**config.mk**
```make
export PLATFORM = sky130hd
export DESIGN_NAME = lsu_bus_stage
export DESIGN_NICKNAME = d
export VERILOG_FILES = /design/src/rtl/lsu_pkg.sv /design/src/rtl/lsu_bus_stage_lane_align.sv /design/src/rtl/lsu_bus_stage.sv
export SDC_FILE = /design/constraint.sdc
export NUM_CORES = 1
export LEC_CHECK = 0
export BUFFER_PORTS_ARGS = -buffer_cell sky130_fd_sc_hd__buf_2
export CAP_MARGIN = 0
export CORE_MARGIN = 2
export CORE_UTILIZATION = 35
export CTS_CLUSTER_DIAMETER = 60
export DETAILED_ROUTE_END_ITERATION = 16
export HOLD_SLACK_MARGIN = 0.02
export SLEW_MARGIN = 20
export SYNTH_ARGS = -nofsm -noshare
export SYNTH_HDL_FRONTEND = slang
export SYNTH_SLANG_ARGS = --single-unit
export TNS_END_PERCENT = 5
```
**constraint.sdc**
```tcl
create_clock -name clk -period 7.7 [get_ports clk]
set_clock_uncertainty 0.05 [all_clocks]
set_input_delay 1.54 -clock clk [delete_from_list [all_inputs] [get_ports clk]]
set_output_delay 1.54 -clock clk [all_outputs]
set_load 0.02 [all_outputs]
```
**src/rtl/lsu_pkg.sv**
```systemverilog
// Shared types and constants for the bus-attached load/store stage.
// Opcodes, funct3 codes, FSM states, exception codes and access sizes.
package lsu_pkg;

    localparam logic [6:0] OP_LOAD  = 7'b0000011;
    localparam logic [6:0] OP_STORE = 7'b0100011;

    localparam logic [2:0] F3_B  = 3'b000;
    localparam logic [2:0] F3_H  = 3'b001;
    localparam logic [2:0] F3_W  = 3'b010;
    localparam logic [2:0] F3_D  = 3'b011;
    localparam logic [2:0] F3_BU = 3'b100;
    localparam logic [2:0] F3_HU = 3'b101;
    localparam logic [2:0] F3_WU = 3'b110;

    typedef enum logic [1:0] {
        ST_IDLE,
        ST_REQ,
        ST_WAIT,
        ST_DONE
    } state_e;

    typedef enum logic [1:0] {
        EXC_NONE     = 2'd0,
        EXC_MISALIGN = 2'd1,
        EXC_FAULT    = 2'd2
    } exc_e;

    typedef enum logic [1:0] {
        SZ_B,
        SZ_H,
        SZ_W,
        SZ_D
    } size_e;

    typedef struct packed {
        size_e size;
        logic  uns;
        logic  mem_to_reg;
    } lsu_op_t;

    function automatic logic is_aligned(
        input size_e      size,
        input logic [2:0] a
    );
        logic ok;
        ok = 1'b1;
        unique case (size)
            SZ_B:    ok = 1'b1;
            SZ_H:    ok = ~a[0];
            SZ_W:    ok = (a[1:0] == 2'b00);
            default: ok = (a == 3'b000);
        endcase
        return ok;
    endfunction

endpackage

```
**src/rtl/lsu_bus_stage_lane_align.sv**
```systemverilog
// Byte-lane steering: strobe and store-data shift toward the lane,
// load-data shift back to bit 0 then sign/zero extension.
// Ports: size/uns/off select the access; wdata_in/rdata_in raw data;
// wstrb/wdata/rdata are the aligned results.
module lsu_lane_align
    import lsu_pkg::*;
#(
    parameter int XLEN  = 32,
    parameter int OFF_W = $clog2(XLEN / 8)
) (
    input  logic [1:0]        size,
    input  logic              uns,
    input  logic [OFF_W-1:0]  off,
    input  logic [XLEN-1:0]   wdata_in,
    input  logic [XLEN-1:0]   rdata_in,
    output logic [XLEN/8-1:0] wstrb,
    output logic [XLEN-1:0]   wdata,
    output logic [XLEN-1:0]   rdata
);

    localparam int STRB_W = XLEN / 8;

    size_e             sz;
    logic [STRB_W-1:0] mask;
    logic [OFF_W+2:0]  bit_sh;
    logic [XLEN-1:0]   rsh;

    assign sz     = size_e'(size);
    assign bit_sh = {off, 3'b000};
    assign wstrb  = mask << off;
    assign wdata  = wdata_in << bit_sh;
    assign rsh    = rdata_in >> bit_sh;

    always_comb begin
        mask = '1;
        unique case (sz)
            SZ_B:    mask = STRB_W'(1);
            SZ_H:    mask = STRB_W'(3);
            SZ_W:    mask = STRB_W'(15);
            default: mask = '1;
        endcase
    end

    // Size casts of a signed operand sign-extend.
    always_comb begin
        rdata = rsh;
        unique case (sz)
            SZ_B: begin
                if (uns) rdata = XLEN'(rsh[7:0]);
                else     rdata = XLEN'($signed(rsh[7:0]));
            end
            SZ_H: begin
                if (uns) rdata = XLEN'(rsh[15:0]);
                else     rdata = XLEN'($signed(rsh[15:0]));
            end
            SZ_W: begin
                if (uns) rdata = XLEN'(rsh[31:0]);
                else     rdata = XLEN'($signed(rsh[31:0]));
            end
            default: rdata = rsh;
        endcase
    end

endmodule

```
**src/rtl/lsu_bus_stage.sv**
```systemverilog
// Load/store stage over a valid/ready request/response bus (IDLE/REQ/
// WAIT/DONE). Ports: in_* upstream op, bus_req_*/bus_resp_* memory bus,
// out_* one-cycle write-back pulse. Optional WAIT timeout: LSU_TIMEOUT_EN.
module lsu_bus_stage
    import lsu_pkg::*;
#(
    parameter int XLEN           = 32,
    parameter int ADDR_W         = 32,
    parameter int TIMEOUT_CYCLES = 64
) (
    input  logic              clk,
    input  logic              rst,
    input  logic              in_valid,
    output logic              in_ready,
    input  logic [31:0]       in_instr,
    input  logic [XLEN-1:0]   in_alu,
    input  logic [XLEN-1:0]   in_rs2,
    input  logic              in_mem_to_reg,
    output logic              bus_req_valid,
    input  logic              bus_req_ready,
    output logic [ADDR_W-1:0] bus_req_addr,
    output logic              bus_req_we,
    output logic [XLEN/8-1:0] bus_req_wstrb,
    output logic [XLEN-1:0]   bus_req_wdata,
    input  logic              bus_resp_valid,
    input  logic [XLEN-1:0]   bus_resp_rdata,
    input  logic              bus_resp_err,
    output logic              out_valid,
    output logic [XLEN-1:0]   out_data,
    output logic [1:0]        out_exc
);

    localparam int STRB_W = XLEN / 8;
    localparam int OFF_W  = $clog2(STRB_W);

    state_e            state;
    lsu_op_t           op_q;
    logic [OFF_W-1:0]  off_q;
    logic [XLEN-1:0]   alu_q;

    logic [6:0]        opc;
    logic [2:0]        f3;
    logic              ld_ok;
    logic              st_ok;
    logic              is_ld;
    logic              is_st;
    logic              is_mem;
    logic              misal;
    size_e             dec_size;
    logic [ADDR_W-1:0] addr_c;

    size_e             la_size;
    logic              la_uns;
    logic [OFF_W-1:0]  la_off;
    logic [STRB_W-1:0] la_wstrb;
    logic [XLEN-1:0]   la_wdata;
    logic [XLEN-1:0]   la_rdata;

    logic              unused;

    assign opc      = in_instr[6:0];
    assign f3       = in_instr[14:12];
    assign dec_size = size_e'(f3[1:0]);

    // Doubleword forms only exist on a 64-bit datapath.
    always_comb begin
        ld_ok = 1'b0;
        st_ok = 1'b0;
        unique case (f3)
            F3_B, F3_H, F3_W: begin
                ld_ok = 1'b1;
                st_ok = 1'b1;
            end
            F3_BU, F3_HU: ld_ok = 1'b1;
            F3_D: begin
                ld_ok = (XLEN == 64);
                st_ok = (XLEN == 64);
            end
            F3_WU:   ld_ok = (XLEN == 64);
            default: ;
        endcase
    end

    assign is_ld  = (opc == OP_LOAD) && ld_ok;
    assign is_st  = (opc == OP_STORE) && st_ok;
    assign is_mem = is_ld || is_st;
    assign misal  = is_mem && !is_aligned(dec_size, in_alu[2:0]);
    assign addr_c = ADDR_W'(in_alu) & ~ADDR_W'(STRB_W - 1);

    // Store lanes come from the incoming op; load lanes from the latched op.
    always_comb begin
        la_size = op_q.size;
        la_uns  = op_q.uns;
        la_off  = off_q;
        if (state == ST_IDLE) begin
            la_size = dec_size;
            la_uns  = f3[2];
            la_off  = in_alu[OFF_W-1:0];
        end
    end

    lsu_lane_align #(
        .XLEN  (XLEN),
        .OFF_W (OFF_W)
    ) u_align (
        .size     (la_size),
        .uns      (la_uns),
        .off      (la_off),
        .wdata_in (in_rs2),
        .rdata_in (bus_resp_rdata),
        .wstrb    (la_wstrb),
        .wdata    (la_wdata),
        .rdata    (la_rdata)
    );

`ifdef LSU_TIMEOUT_EN
    localparam int CNT_W = $clog2(TIMEOUT_CYCLES + 1);
    logic [CNT_W-1:0] tmo_cnt;
    assign unused = ^{in_instr[31:15], in_instr[11:7]};
`else
    assign unused = ^{in_instr[31:15], in_instr[11:7], TIMEOUT_CYCLES[0]};
`endif

    always_ff @(posedge clk or negedge rst) begin
        if (!rst) begin
            state         <= ST_IDLE;
            in_ready      <= 1'b1;
            bus_req_valid <= 1'b0;
            bus_req_addr  <= '0;
            bus_req_we    <= 1'b0;
            bus_req_wstrb <= '0;
            bus_req_wdata <= '0;
            out_valid     <= 1'b0;
            out_data      <= '0;
            out_exc       <= EXC_NONE;
            op_q          <= '0;
            off_q         <= '0;
            alu_q         <= '0;
`ifdef LSU_TIMEOUT_EN
            tmo_cnt       <= '0;
`endif
        end else begin
            unique case (state)
                ST_IDLE: begin
                    if (in_valid) begin
                        in_ready <= 1'b0;
                        alu_q    <= in_alu;
                        if (!is_mem || misal) begin
                            state     <= ST_DONE;
                            out_valid <= 1'b1;
                            out_exc   <= misal ? EXC_MISALIGN : EXC_NONE;
                            out_data  <= misal ? '0 : in_alu;
                        end else begin
                            state           <= ST_REQ;
                            bus_req_valid   <= 1'b1;
                            bus_req_addr    <= addr_c;
                            bus_req_we      <= is_st;
                            bus_req_wstrb   <= la_wstrb;
                            bus_req_wdata   <= la_wdata;
                            op_q.size       <= dec_size;
                            op_q.uns        <= f3[2];
                            op_q.mem_to_reg <= in_mem_to_reg;
                            off_q           <= in_alu[OFF_W-1:0];
                        end
                    end
                end
                ST_REQ: begin
                    if (bus_req_ready) begin
                        bus_req_valid <= 1'b0;
                        state         <= ST_WAIT;
`ifdef LSU_TIMEOUT_EN
                        tmo_cnt       <= '0;
`endif
                    end
                end
                ST_WAIT: begin
                    if (bus_resp_valid) begin
                        state     <= ST_DONE;
                        out_valid <= 1'b1;
                        if (bus_resp_err) begin
                            out_exc  <= EXC_FAULT;
                            out_data <= '0;
                        end else begin
                            out_exc  <= EXC_NONE;
                            out_data <= op_q.mem_to_reg ? la_rdata : alu_q;
                        end
                    end
`ifdef LSU_TIMEOUT_EN
                    else if (tmo_cnt == CNT_W'(TIMEOUT_CYCLES - 1)) begin
                        state     <= ST_DONE;
                        out_valid <= 1'b1;
                        out_exc   <= EXC_FAULT;
                        out_data  <= '0;
                    end else begin
                        tmo_cnt <= tmo_cnt + 1'b1;
                    end
`endif
                end
                ST_DONE: begin
                    out_valid <= 1'b0;
                    in_ready  <= 1'b1;
                    state     <= ST_IDLE;
                end
                default: state <= ST_IDLE;
            endcase
        end
    end

endmodule

```
==> reports/qor.yml, run 1 <==
ir_worst_vdd_v: 0.000173
synthTopCellsByCount: "nand2_1 (270), dfrtp_1 (143), a21oi_1 (44)"
clk_latency_ns: 0.42
grt_max_degree: 79
period_share_pct: 48.6
reg2reg_slack_ns: 3.95
grt_remaining_overflow: 0
static-leakage-power_nw: 4.78
final.hold.worst_slack_ns: 0.411
synth-seq-cells: 144
detail-route-antenna-nets: 0
synth_edf_count: 0
initial_core_util_pct: 35.4
synth_cells: 801
drive_above_1_share_pct: 30.4
route.vias.total: 6485
cts_buffer_depth: 2
p_per_area_nw_per_um2: 339
clock_sinks: 144
ys.flop_type: "dfrtp_1"
cts_buffers: 17
avgSynthCellArea_um2: 8.85
fp.dieH_um: 146
hp-class: "register to register"
cts.htree.levels: 4
grt_usage_pct: 20.9
final-setup-viol-count: 0
drt_drc_violations_left: 0
holdBufCountCts: 0
cts_setup_buffers: 0
grt_pass1_vias: 6098
syn_area_um2: 7090
numPortBuffers: 216
period_minus_slack_ns: 3.75
syn2layout_area_growth_pct: 27.5
drt_pass1_iterations: 10
wirelength_um: 22400
crit_arrival_ns: 4.05
cts_tree: "done"
antenna_found_initial: 3
worst_ep_required_time_ns: 8.00
die_w_um: 146
rsz0062_at_grt: "false"
yosys.area.top_type: "dfrtp_1"
cts_resized: 0
max-slew-margin-rel_pct: 36.5
place_congestion: 0.902
tightest_slew_ns: 0.945
max_clock_freq_ghz: 0.267
ys.warnings.count: 0
outcome: "complete, no violations"
tns_ns: 0
ios: 241
wl_per_cell_um: 17.5
row_count: 52
hpwl_um: 15800
path_class: "register to register"
grt_pass1_wl_um: 35100
final_nets: 1132
cap_violations: 0
synthDistinctLibCells: 50
cts-root-buf: "clkbuf_16"
yosys-top-cells-area: "dfrtp_1 (50%), nand2_1 (14%), mux2_2 (5.2%)"
slew_viol_final: 0
clk_pin_slew_ns: 0.07
ys_seq_area_share_pct: 50.8
dp_cells: 1244
hold_viol: 0
synth.top_cell.area_share_pct: 50.5
startpoint_type: "register"
core-area_um2: 20000
async_reset_ff_share_pct: 100
drtIter0Drc: 497
final_cells: 1277
via_per_inst: 5.08
yosysMostFrequentCell: "nand2_1"
crit_path_end_kind: "register"
critical_path.max_fanout: 42
dieArea_um2: 21400
fillers: 2049
flip-flops by register name, summed over array words and instances, names as in the netlist:
| signal | count |
|---|---|
| out_exc | 2 |
| bus_req_we | 1 |
| state | 2 |
| off_q | 2 |
| in_ready | 1 |
| out_data | 32 |
| alu_q | 32 |
| bus_req_wstrb | 4 |
| bus_req_valid | 1 |
| out_valid | 1 |
| op_q | 4 |
| bus_req_addr | 30 |
| bus_req_wdata | 32 |
final cells by class:
class	instances	area (um2)	area share (%)
antenna	1	2.50	0.0277
clock buffer	17	425	4.71
clock inverter	15	195	2.16
inverter	10	37.5	0.415
multi-input combinational	592	3260	36.0
sequential	144	3610	39.9
tap	270	338	3.74
timing repair buffer	228	1180	13.0
cells by family (layout without fill, tap and decap cells):
family                   after synthesis  after routing  synth area share, %
other                                  1              3               0.0529
adder cells (fa/ha/maj)                4              4                0.706
buffers and inverters                 66            270                 3.93
AND/OR/NAND/NOR                      380            380                 21.9
multiplexers                          56             56                 8.56
AO/OA/AOI/OAI                        150            150                 14.0
flip-flops                           144            144                 50.8
cells in the final DEF, fill, tap and decap left out, types with 8 or more instances in the layout:
cell and count:
a21oi_1 43, a221oi_1 9, a2bb2oi_1 8, a311o_1 8, a31oi_1 9, buf_2 215, buf_4 12, clkbuf_16 17
dfrtp_1 142, inv_1 10, mux2_2 33, mux2i_1 20, nand2_1 270, nand3_1 40, nor2_1 35, nor2b_1 9
nor3_1 13, o21ai_0 39, o2bb2ai_1 8
routing by layer:
layer | up-vias | global-route usage (%) | wire length (um)
li1 | 3141 | - | -
met1 | 3078 | 29.7 | 10400
met2 | 226 | 31.8 | 10100
met3 | 36 | 4.47 | 1350
met4 | 4 | 7.33 | 535
met5 | - | 0 | 21
metrics by stage:
stage                     power [mW]  cell area (um2)  util, %  setup WS, ns
after floorplan                 1.84             7090        -          4.30
after global routing            3.25             9040     45.1          3.69
after detailed placement        2.21             8410     42.0          3.56
after global placement          2.19             8410     42.0          3.57
final                           3.07             9040     45.1          3.95
after CTS                       3.08             9030     45.1          3.99
final timing paths:
check	start	cells after the start	to
worst min register to register	bus_req_addr[12]	2	bus_req_addr[12]
worst min-delay path	bus_req_addr[12]	2	bus_req_addr[12]
worst max register to register	state[1]	8	out_data[17]
min in group asynchronous	rst	1	bus_req_addr[7]
max in group asynchronous	rst	2	op_q[0]
worst max-delay path	state[1]	8	out_data[17]
power breakdown:
| part | internal, mW | switching, mW |
|---|---|---|
| Sequential | 0.950 | 0.101 |
| Clock | 0.495 | 0.366 |
| Combinational | 0.441 | 0.714 |
| Total | 1.89 | 1.18 |
worst max-delay path, cell delays in order, from the launching register on:
cell      delay (ns)
dfrtp_1         0.40
inv_1           0.11
ha_1            0.73
mux2_4          0.61
mux2i_1         0.20
a221oi_2        0.46
a32oi_1         0.16
or4_1           0.76
nand3_1         0.19
No activity file was read; power rests on OpenSTA's default activity.
==> run 2: changes to the inputs <==
- clock period: 7.7 -> 3.7 ns (I/O delays scaled with it)
==> reports/qor.yml, run 2 (synthesis results as in run 1) <==
outcome: "complete, no violations"
hp-class: "input pin to asynchronous set/reset pin"
slew_viol_final: 0
grt_usage_pct: 21.3
wl_per_cell_um: 17.4
hpwl_um: 16300
period_share_pct: 84.5
tns_ns: 0
cts_resized: 0
ir_worst_vdd_v: 0.000334
final_cells: 1292
dp_cells: 1258
crit_arrival_ns: 3.42
holdBufCountCts: 0
hold_viol: 0
antenna_found_initial: 4
numPortBuffers: 216
grt_pass1_vias: 6165
wirelength_um: 22500
total_power_mw: 6.36
via_per_inst: 5.10
drive_above_1_share_pct: 31.3
largestRegisters: "alu_q (32), bus_req_wdata (32), out_data (32)"
dieArea_um2: 21400
final-setup-viol-count: 0
drt_drc_violations_left: 0
drt_pass1_iterations: 5
worst_ep_required_time_ns: 4.00
p_per_area_nw_per_um2: 697
layout_commonest_cell: "nand2_1"
tightest_slew_ns: 0.696
period_minus_slack_ns: 3.13
ios: 241
startpoint_type: "register"
cap_violations: 0
critical_path.max_fanout: 18
fp.dieH_um: 146
syn2layout_area_growth_pct: 28.6
place_congestion: 0.897
grt_max_degree: 75
die_w_um: 146
cts_buffer_depth: 2
grt_pass1_wl_um: 35500
grt_remaining_overflow: 0
clock_sinks: 144
static-leakage-power_nw: 4.83
drtIter0Drc: 520
rsz0062_at_grt: "false"
cts_setup_buffers: 0
cts_buffers: 17
row_count: 52
final_cell_mix: "nand2_1 (270), buf_2 (215), dfrtp_1 (143)"
detail-route-antenna-nets: 0
max-slew-margin-rel_pct: 53.6
core-area_um2: 20000
final_nets: 1146
cts.htree.levels: 4
clk_latency_ns: 0.43
initial_core_util_pct: 35.4
cts-root-buf: "clkbuf_16"
setup_ws_ns: 0.575
cts_tree: "done"
max_clock_freq_ghz: 0.320
crit_path_end_kind: "register"
path_class: "register to register"
clk_pin_slew_ns: 0.07
place_ws_ns: 0.612
route.vias.total: 6587
==> run 2: power breakdown <==
group,switching (mW),total (mW),internal (mW)
clock network,0.750,1.72,0.967
logic,1.49,2.46,0.964
registers,0.209,2.19,1.98
total,2.45,6.36,3.91
==> run 2: worst paths after layout <==
kind / from / to / slack (ns) / cells after the start
worst max-delay path: state[1] / out_data[13] / 0.57 / 8
worst min register to register: bus_req_wdata[2] / bus_req_wdata[2] / 0.41 / 2
min in group clk: bus_req_wdata[2] / bus_req_wdata[2] / 0.41 / 2
max in group asynchronous: rst / in_ready / 2.41 / 2
worst min-delay path: rst / bus_req_addr[7] / 0.27 / 1
worst max register to register: state[1] / out_data[13] / 0.57 / 8
==> run 2: final cells by class <==
cell class / instances / area, um2
Tap cell: 270 / 338
Fill cell: 2062 / 10900
Timing Repair Buffer: 242 / 1290
Antenna cell: 2 / 5.00
Clock buffer: 18 / 439
Sequential cell: 144 / 3600
Inverter: 10 / 37.5
Clock inverter: 14 / 146
Multi-Input combinational cell: 592 / 3260
==> run 2: metrics by stage <==
stage               utilization (%)  instance area [um2]  hold slack (ns)
floorplan                         -                 7090            0.394
global placement               42.6                 8530            0.396
detailed placement             42.6                 8530            0.400
CTS                            45.5                 9120            0.304
global route                   45.5                 9120            0.322
finish                         45.5                 9120            0.272
==> run 2: metal layers <==
layer / track usage [%] / part of all wire, % / vias to the layer above
met2: 32.1 / 45 / 242
li1: - / - / 3175
met1: 30.3 / 45 / 3130
met4: 7.43 / 2.3 / 4
met5: 0 / 0.11 / -
met3: 4.78 / 6.7 / 36
==> run 2: critical path, cell delays in order (launching register included) <==
cell and delay (ns):
dfrtp_1 0.40, inv_1 0.10, ha_1 0.39, mux2_4 0.44
mux2i_1 0.20, a221oi_2 0.44, nand3_1 0.42, a311o_1 0.44
a21oi_1 0.15
==> run 3: changes to the inputs <==
- clock period: 3.7 -> 2.54 ns (I/O delays scaled with it)
==> reports/qor.yml, run 3 (synthesis results as in run 1) <==
hpwl_um: 16700
drtIter0Drc: 578
row_count: 52
cts_tree: "done"
final_cell_mix: "nand2_1 (270), buf_2 (215), dfrtp_1 (143)"
grt_usage_pct: 21.4
r2r-end: "out_data[15]"
clock_sinks: 144
tightest_slew_ns: 0.751
hp-class: "input pin to register"
slowest_delay_ns: 0.40
dieArea_um2: 21400
detail-route-antenna-nets: 0
hold_path_end: "op_q[0]"
outcome: "complete, no violations"
grt_remaining_overflow: 0
crit_arrival_ns: 2.75
ios: 241
antenna_found_initial: 5
slew_viol_final: 0
drt_pass1_iterations: 5
clk_pin_slew_ns: 0.06
cts-root-buf: "clkbuf_16"
fillers: 2012
reg2reg_depth: 10
period_share_pct: 96.3
worst_ep_required_time_ns: 2.85
grt_pass1_vias: 6512
final_cells: 1339
place_congestion: 0.883
numPortBuffers: 216
grt_pass1_wl_um: 36000
crit_buf_inv: 3
cts_buffer_depth: 2
static-leakage-power_nw: 5.10
cap_violations: 0
ir_worst_vdd_v: 0.000511
initial_core_util_pct: 35.4
route.vias.total: 6746
worst_path_max_delay_cell: "dfrtp_1"
core-area_um2: 20000
path_class: "register to register"
reg2reg_slack_ns: 0.09
final-setup-viol-count: 0
syn2layout_area_growth_pct: 36.1
total_power_mw: 9.91
drt_drc_violations_left: 0
rsz0062_at_grt: "true"
grt_max_degree: 57
startpoint_type: "register"
cts_buffers: 17
dp_cells: 1302
p_per_area_nw_per_um2: 1030
wl_per_cell_um: 16.8
period_minus_slack_ns: 2.45
largestRegisters: "alu_q (32), bus_req_wdata (32), out_data (32)"
wirelength_um: 22500
critical_path.max_fanout: 8
cp_top_family: "compound AO/OA/AOI/OAI gates"
r2r-start: "state[0]"
max-slew-margin-rel_pct: 49.8
placed_cell_area_um2: 8920
stdcell_area_um2: 9650
die_w_um: 146
fp.dieH_um: 146
path_cells: "inv_2, ha_4, mux2_4, mux2i_2, a221oi_2, buf_4, nand3_1, buf_6, a311o_1, a21oi_2"
crit_path_end_kind: "register"
min_from: "in_mem_to_reg"
drive_above_1_share_pct: 35.3
final_nets: 1192
hold_viol: 0
via_per_inst: 5.04
cts.htree.levels: 4
min_path_cells: 3
max_clock_freq_ghz: 0.409
final.hold.worst_slack_ns: 0.238
layout_commonest_cell: "nand2_1"
clk_latency_ns: 0.43
==> run 3: cell type report <==
class                           instances  area [um2]  share of cell area [%]
Antenna cell                            3        7.51                  0.0778
Clock buffer                           17         425                    4.41
Clock inverter                         15         211                    2.19
Inverter                               10        37.5                   0.389
Multi-Input combinational cell        592        3320                    34.3
Sequential cell                       144        3600                    37.3
Tap cell                              270         338                    3.50
Timing Repair Buffer                  288        1710                    17.7
==> run 3: metrics by stage <==
step	setup TNS [ns]	util [%]	worst slack, ns
after floorplan	0	-	0.0204
after global placement	-3.49	44.5	-0.278
after detailed placement	-1.83	44.5	-0.0955
after CTS	0	47.8	0.0143
after global routing	-0.0235	48.2	-0.00926
final	0	48.2	0.0947
==> run 3: per-layer routing <==
layer	wire length, um	GRT usage (%)	vias up
li1	-	-	3257
met1	10200	30.8	3193
met2	10200	31.7	250
met3	1460	3.97	42
met4	613	9.27	4
met5	23	0	-
==> run 3: what timing repair did <==
action,4_1_cts,5_1_grt
endpoints found under the hold margin,18,0
resized for setup,2,14
hold buffers,1,0
pin swaps,0,3
setup endpoints to repair,29,31
setup buffers,0,1
==> run 3: worst max path at each step <==
stage / to / slack [ns] / cells after the start / startpoint
finish: out_data[15] / 0.09 / 10 / state[0]
global route: out_data[15] / -0.009 / 10 / state[1]
CTS: out_data[8] / 0.01 / 10 / state[0]
detailed placement: out_data[28] / -0.1 / 10 / in_instr[3]
global placement: out_data[25] / -0.28 / 8 / in_instr[1]
floorplan: out_data[16] / 0.02 / 11 / state[0]
==> run 3: power breakdown <==
part	total [mW]	switching, mW	internal [mW]
Sequential	3.18	0.298	2.88
Clock	2.73	1.13	1.60
Combinational	4.00	2.27	1.73
Total	9.91	3.69	6.22
==> run 3: tightest hold or removal path, cell delays in order <==
cell and delay (ns):
buf_2 0.08, nand2_1 0.03, o21ai_0 0.05
